**src/rtl/ctrl_pkg.sv**
```systemverilog
// Shared definitions for the systolic array controller: instruction field
// positions, opcode values, FSM state type and opcode decode helpers.
package ctrl_pkg;

  localparam int OPC_HI  = 63;
  localparam int OPC_LO  = 60;
  localparam int BASE_HI = 59;
  localparam int BASE_LO = 44;
  localparam int LEN_HI  = 43;
  localparam int LEN_LO  = 32;

  localparam int OPC_W  = 4;
  localparam int BASE_W = 16;
  localparam int LEN_W  = 12;
  localparam int CNT_W  = 16;

  localparam logic [OPC_W-1:0] OP_NOP     = 4'd0;
  localparam logic [OPC_W-1:0] OP_LOAD_W  = 4'd1;
  localparam logic [OPC_W-1:0] OP_LOAD_A  = 4'd2;
  localparam logic [OPC_W-1:0] OP_COMPUTE = 4'd3;
  localparam logic [OPC_W-1:0] OP_STORE   = 4'd4;

  typedef enum logic [1:0] {
    S_IDLE,
    S_RUN,
    S_DRAIN,
    S_FIN
  } state_t;

  // Opcodes above STORE are reserved and treated as illegal.
  function automatic logic op_legal(input logic [OPC_W-1:0] op);
    return op <= OP_STORE;
  endfunction

  // Strobe vector ordered {store, compute, act_load, wt_load}.
  function automatic logic [3:0] op_strobe(input logic [OPC_W-1:0] op);
    logic [3:0] s;
    s = 4'b0000;
    case (op)
      OP_LOAD_W:  s = 4'b0001;
      OP_LOAD_A:  s = 4'b0010;
      OP_COMPUTE: s = 4'b0100;
      OP_STORE:   s = 4'b1000;
      default:    s = 4'b0000;
    endcase
    return s;
  endfunction

endpackage

```
**src/rtl/beat_counter.sv**
```systemverilog
// Loadable down-counter holding the number of remaining beats in the
// current RUN or DRAIN phase. Stops at zero; load wins over decrement.
module beat_counter #(
  parameter int CNT_W = 16
) (
  input  logic             clk,
  input  logic             rst,
  input  logic             load,
  input  logic [CNT_W-1:0] load_val,
  input  logic             dec,
  output logic [CNT_W-1:0] count
);

  // Load, or count down toward zero while enabled.
  always_ff @(posedge clk) begin
    if (rst) begin
      count <= '0;
    end else if (load) begin
      count <= load_val;
    end else if (dec && (count != '0)) begin
      count <= count - CNT_W'(1);
    end
  end

endmodule

```
**src/rtl/array_controller.sv**
```systemverilog
// Instruction sequencer for a systolic array. Accepts one 64-bit instruction
// at a time in IDLE, streams LEN strobe beats with incrementing addresses,
// drains the array after COMPUTE, then pulses done (and err for illegal
// opcodes). Optional build macro CTRL_PERF_CNT_EN adds a saturating
// busy-cycle counter output perf_busy_cycles.
module array_controller import ctrl_pkg::*; #(
  parameter int ARRAY_N = 4,
  parameter int ADDR_W  = 16
) (
  input  logic              clk,
  input  logic              rst,
  input  logic [63:0]       instr_in,
  input  logic              instr_valid,
  output logic              instr_ready,
  output logic              wt_load_en,
  output logic              act_load_en,
  output logic              compute_en,
  output logic              store_en,
  output logic [ADDR_W-1:0] addr,
  output logic              busy,
  output logic              done,
  output logic              err
`ifdef CTRL_PERF_CNT_EN
  ,
  output logic [31:0]       perf_busy_cycles
`endif
);

  // Drain takes 2*ARRAY_N-1 cycles; the counter runs from this value to 0.
  localparam logic [CNT_W-1:0] DRAIN_LAST = CNT_W'(2 * ARRAY_N - 2);

  state_t             state;
  logic [OPC_W-1:0]   op_q;
  logic [3:0]         strb_q;
  logic [OPC_W-1:0]   op_in;
  logic [BASE_W-1:0]  base_in;
  logic [LEN_W-1:0]   len_in;
  logic               accept;
  logic               start_run;
  logic               cnt_load;
  logic               cnt_dec;
  logic [CNT_W-1:0]   cnt_load_val;
  logic [CNT_W-1:0]   cnt;
  logic               last_beat;
  logic               unused_rsvd;

  assign op_in       = instr_in[OPC_HI:OPC_LO];
  assign base_in     = instr_in[BASE_HI:BASE_LO];
  assign len_in      = instr_in[LEN_HI:LEN_LO];
  assign unused_rsvd = ^instr_in[31:0];

  assign instr_ready = (state == S_IDLE);
  assign accept      = instr_ready && instr_valid;
  assign start_run   = op_legal(op_in) && (op_in != OP_NOP) && (len_in != '0);
  assign last_beat   = (cnt == '0);

  assign {store_en, compute_en, act_load_en, wt_load_en} = strb_q;

  // Counter loads LEN-1 at acceptance and the drain length after the last COMPUTE beat.
  always_comb begin
    cnt_load     = 1'b0;
    cnt_load_val = '0;
    cnt_dec      = (state == S_RUN) || (state == S_DRAIN);
    if (accept && start_run) begin
      cnt_load     = 1'b1;
      cnt_load_val = CNT_W'(len_in) - CNT_W'(1);
    end else if ((state == S_RUN) && last_beat && (op_q == OP_COMPUTE)) begin
      cnt_load     = 1'b1;
      cnt_load_val = DRAIN_LAST;
    end
  end

  beat_counter #(
    .CNT_W (CNT_W)
  ) u_beat_counter (
    .clk      (clk),
    .rst      (rst),
    .load     (cnt_load),
    .load_val (cnt_load_val),
    .dec      (cnt_dec),
    .count    (cnt)
  );

  // Main sequencer with registered strobes, address, busy, done and err.
  always_ff @(posedge clk) begin
    if (rst) begin
      state  <= S_IDLE;
      op_q   <= OP_NOP;
      strb_q <= 4'b0000;
      addr   <= '0;
      busy   <= 1'b0;
      done   <= 1'b0;
      err    <= 1'b0;
    end else begin
      case (state)
        S_IDLE: begin
          done <= 1'b0;
          err  <= 1'b0;
          if (accept) begin
            op_q <= op_in;
            busy <= 1'b1;
            if (start_run) begin
              state  <= S_RUN;
              strb_q <= op_strobe(op_in);
              addr   <= ADDR_W'(base_in);
            end else begin
              state <= S_FIN;
              done  <= 1'b1;
              err   <= !op_legal(op_in);
            end
          end
        end
        S_RUN: begin
          if (last_beat) begin
            strb_q <= 4'b0000;
            addr   <= '0;
            if (op_q == OP_COMPUTE) begin
              state <= S_DRAIN;
            end else begin
              state <= S_FIN;
              done  <= 1'b1;
            end
          end else begin
            addr <= addr + ADDR_W'(1);
          end
        end
        S_DRAIN: begin
          if (last_beat) begin
            state <= S_FIN;
            done  <= 1'b1;
          end
        end
        S_FIN: begin
          state <= S_IDLE;
          busy  <= 1'b0;
          done  <= 1'b0;
          err   <= 1'b0;
        end
        default: begin
          state <= S_IDLE;
        end
      endcase
    end
  end

`ifdef CTRL_PERF_CNT_EN
  function automatic logic [31:0] sat_inc32(input logic [31:0] v);
    return (v == 32'hFFFF_FFFF) ? v : v + 32'd1;
  endfunction

  // Busy-cycle counter, holding at all-ones instead of wrapping.
  always_ff @(posedge clk) begin
    if (rst) begin
      perf_busy_cycles <= 32'd0;
    end else if (busy) begin
      perf_busy_cycles <= sat_inc32(perf_busy_cycles);
    end
  end
`endif

endmodule

```
**config.mk**
```make
export PLATFORM = sky130hd
export DESIGN_NAME = array_controller
export DESIGN_NICKNAME = d
export VERILOG_FILES = /design/src/rtl/ctrl_pkg.sv /design/src/rtl/beat_counter.sv /design/src/rtl/array_controller.sv
export SDC_FILE = /design/constraint.sdc
export NUM_CORES = 1
export LEC_CHECK = 0
export BUFFER_PORTS_ARGS = -buffer_cell sky130_fd_sc_hd__buf_4
export CORE_MARGIN = 4
export CORE_UTILIZATION = 30
export DETAILED_ROUTE_END_ITERATION = 12
export GPL_ROUTABILITY_DRIVEN = 0
export SYNTH_ARGS = -nofsm -noshare
export SYNTH_HDL_FRONTEND = slang
export SYNTH_SLANG_ARGS = --single-unit
export TNS_END_PERCENT = 20
```
**constraint.sdc**
```tcl
create_clock -name clk -period 3.2 [get_ports clk]
set_input_delay 0.64 -clock clk [delete_from_list [all_inputs] [get_ports clk]]
set_output_delay 0.64 -clock clk [all_outputs]
set_load 0.005 [all_outputs]
```
==> out/results.tsv <==
metric	value	unit
slew_viol_final	0	
port_buffers	58	
dr.pass1.iters	4	
ctsHoldBuffers	0	
max_clock_freq	385	MHz
fin_crit	2600	ps
cp_data_arrival_time	2820	ps
grt_pass1_wl	13.3	mm
synth_top_area_share	0.308	
first_iter_violations	166	
internal_power	0.00151	W
post_cts_resized	0	
antenna_found_initial	0	
setup_violations	0	
hold_path_class	reg2reg	
finClkSkew	9.48	ps
cap_violations	0	
final_core_util	0.383	
cellLeakagePower	1.37	nW
syn2layout_area_growth	22.6	%
power_switching	0.00123	W
fin_crit_sh	0.813	
slowest_delay	590	ps
grt_start_max_net_pins	44	
path_clk_slew	90	ps
path_cells	inv_1, ha_1, or4b_1, nor4_4, nor2_2, or4b_1, a21oi_1	
final_layout_size_suffix_gt1_frac	0.196	
crit_required	3420	ps
rsz0062_at_grt	false	
die_w	107	um
die_h	107	um
io_pins	91	
start_util	0.312	
synth_ff_type	dfxtp_1	
ys_seq_area_frac	0.308	
core	9370	um^2
p_comb_frac	0.555	
crit_top_cell	or4b_1	
pwr-share-clk	0.126	
cp_slowest_cell	or4b_1	
antenna_left	0	
crit_type	reg2reg	
routed_wl	7.83	mm
diodes	0	
tightest_slew	770	ps
wl_per_cell	13.9	um
fin_tns_setup	0	ps
yosysWarningCount	0	
insertion_delay	300	ps
synth_edf_count	0	
vias_per_cell	5.28	
drc_errors	0	
netlist_instances	377	
ys_seq_elements	45	
post_cts_buffers	0	
async_flop_share	0	
grt.total_usage	0.139	
hold_viol_final	0	
vias	2970	
grt-ovfl-total	0	
relSlewSlack	0.482	
ir_drop	0.000308	V
avgSynthCellArea	7.77	um^2
run_status	completed	
cts_tree	yes	
dieArea	11400	um^2
cts.sinks	45	
worst_setup_path_start_kind	register	
cts_buffer_depth	2	
htreeDepth	2	
synth_top_cell_by_area	dfxtp_1	
yosys-top-cells-area	dfxtp_1, a21oi_1, nor2_1	
netlist_area	2930	um^2
nets	508	
p_per_area	764	nW/um^2
p_sw_frac	0.449	
grt_pass1_vias	2763	
synth_cell_type_count	55	
cp_max_fo	11	
syn_nets	453	
cts_root_buffer	clkbuf_8	
row_count	35	
numCtsBuffers	5	
endpoint_kind	register	
p_seq_frac	0.318	
detailed_place_hpwl	5.99	mm
## area by class of cell
cell class                      count  area [um^2]
Multi-Input combinational cell    293         1860
Tap cell                          129          161
Timing Repair Buffer               68          510
Clock inverter                      2         10.0
Sequential cell                    45          901
Fill cell                        1013         5780
Clock buffer                        6         72.6
Inverter                           19         71.3
## layer usage
layer	part of all wire	GRT usage	vias to the layer above
met5	0	0	-
met4	0.010	0.0283	0
met3	0.047	0.0277	9
met2	0.46	0.228	63
met1	0.48	0.191	1393
li1	-	-	1505
## state kept, by name (all words and copies together) (netlist names)
signal	count
addr	16
u_beat_counter.count	16
op_q	4
strb_q	4
state	2
busy	1
done	1
err	1
## per-stage QoR
step	std cells	hold WS (ps)	instance area, um^2	setup slack [ps]	total power (W)
2_1_floorplan	377	431	2930	593	0.00197
3_3_place_gp	554	446	3510	320	0.00239
3_5_place_dp	554	449	3510	301	0.00240
4_1_cts	562	462	3590	578	0.00276
5_1_grt	562	488	3590	435	0.00299
6_report	562	461	3590	599	0.00274
## worst max-delay path: cells and delay by family, from the launching register on
family	cells	cell delay (ps)
simple gates	4	1790
flops	1	350
compound gates	1	150
fa+ha+maj	1	140
buf+inv	1	90
## kinds of logic after synthesis
logic type / synth area share
xor+xnor: 0.0598
mux: 0.00684
fa+ha+maj: 0.0385
simple gates: 0.301
compound gates: 0.226
buf+inv: 0.0598
flops: 0.308
## worst paths after layout
check	start	endpoint	slack, ps	cells past startpoint
setup reg to reg	u_beat_counter.count[0]	strb_q[2]	600	7
hold / removal	op_q[2]	op_q[2]	460	2
setup / recovery	u_beat_counter.count[0]	strb_q[2]	600	7
hold reg to reg	op_q[2]	op_q[2]	460	2
## Yosys cell counts (3+ instances only)
| cell | n |
|---|---|
| xnor2_1 | 12 |
| nor2_1 | 34 |
| nor4_1 | 15 |
| clkbuf_1 | 11 |
| o32ai_1 | 3 |
| buf_2 | 5 |
| o21ai_0 | 22 |
| a211oi_1 | 8 |
| nor3b_1 | 6 |
| ha_1 | 9 |
| a221oi_1 | 4 |
| xor2_1 | 8 |
| a31oi_1 | 6 |
| or4b_1 | 3 |
| dfxtp_1 | 45 |
| nor3_1 | 25 |
| inv_1 | 19 |
| or4_1 | 7 |
| nor2b_1 | 10 |
| or3_1 | 5 |
| nand2_1 | 29 |
| a21oi_1 | 28 |
| and3_1 | 3 |
| nand4_1 | 6 |
| o21ai_1 | 6 |
| nand3_1 | 11 |
## power groups by stage
stage / registers [W] / logic (W) / clock network [W]
5_1_grt: 0.000900 / 0.00171 / 0.000380
6_report: 0.000873 / 0.00152 / 0.000346
2_1_floorplan: 0.000851 / 0.00112 / 0
4_1_cts: 0.000872 / 0.00153 / 0.000358
3_5_place_dp: 0.000882 / 0.00152 / 0
3_3_place_gp: 0.000881 / 0.00151 / 0
## placed cells by master, fill, tap and decap left out, drive strengths merged, types with 11 or more instances in the layout
cell	count
a21oi	28
buf	68
dfxtp	45
inv	19
nand2	30
nand3	11
nor2	35
nor3	25
nor4	16
o21ai	28
xnor2	12
(Power assumes the default switching activity.)
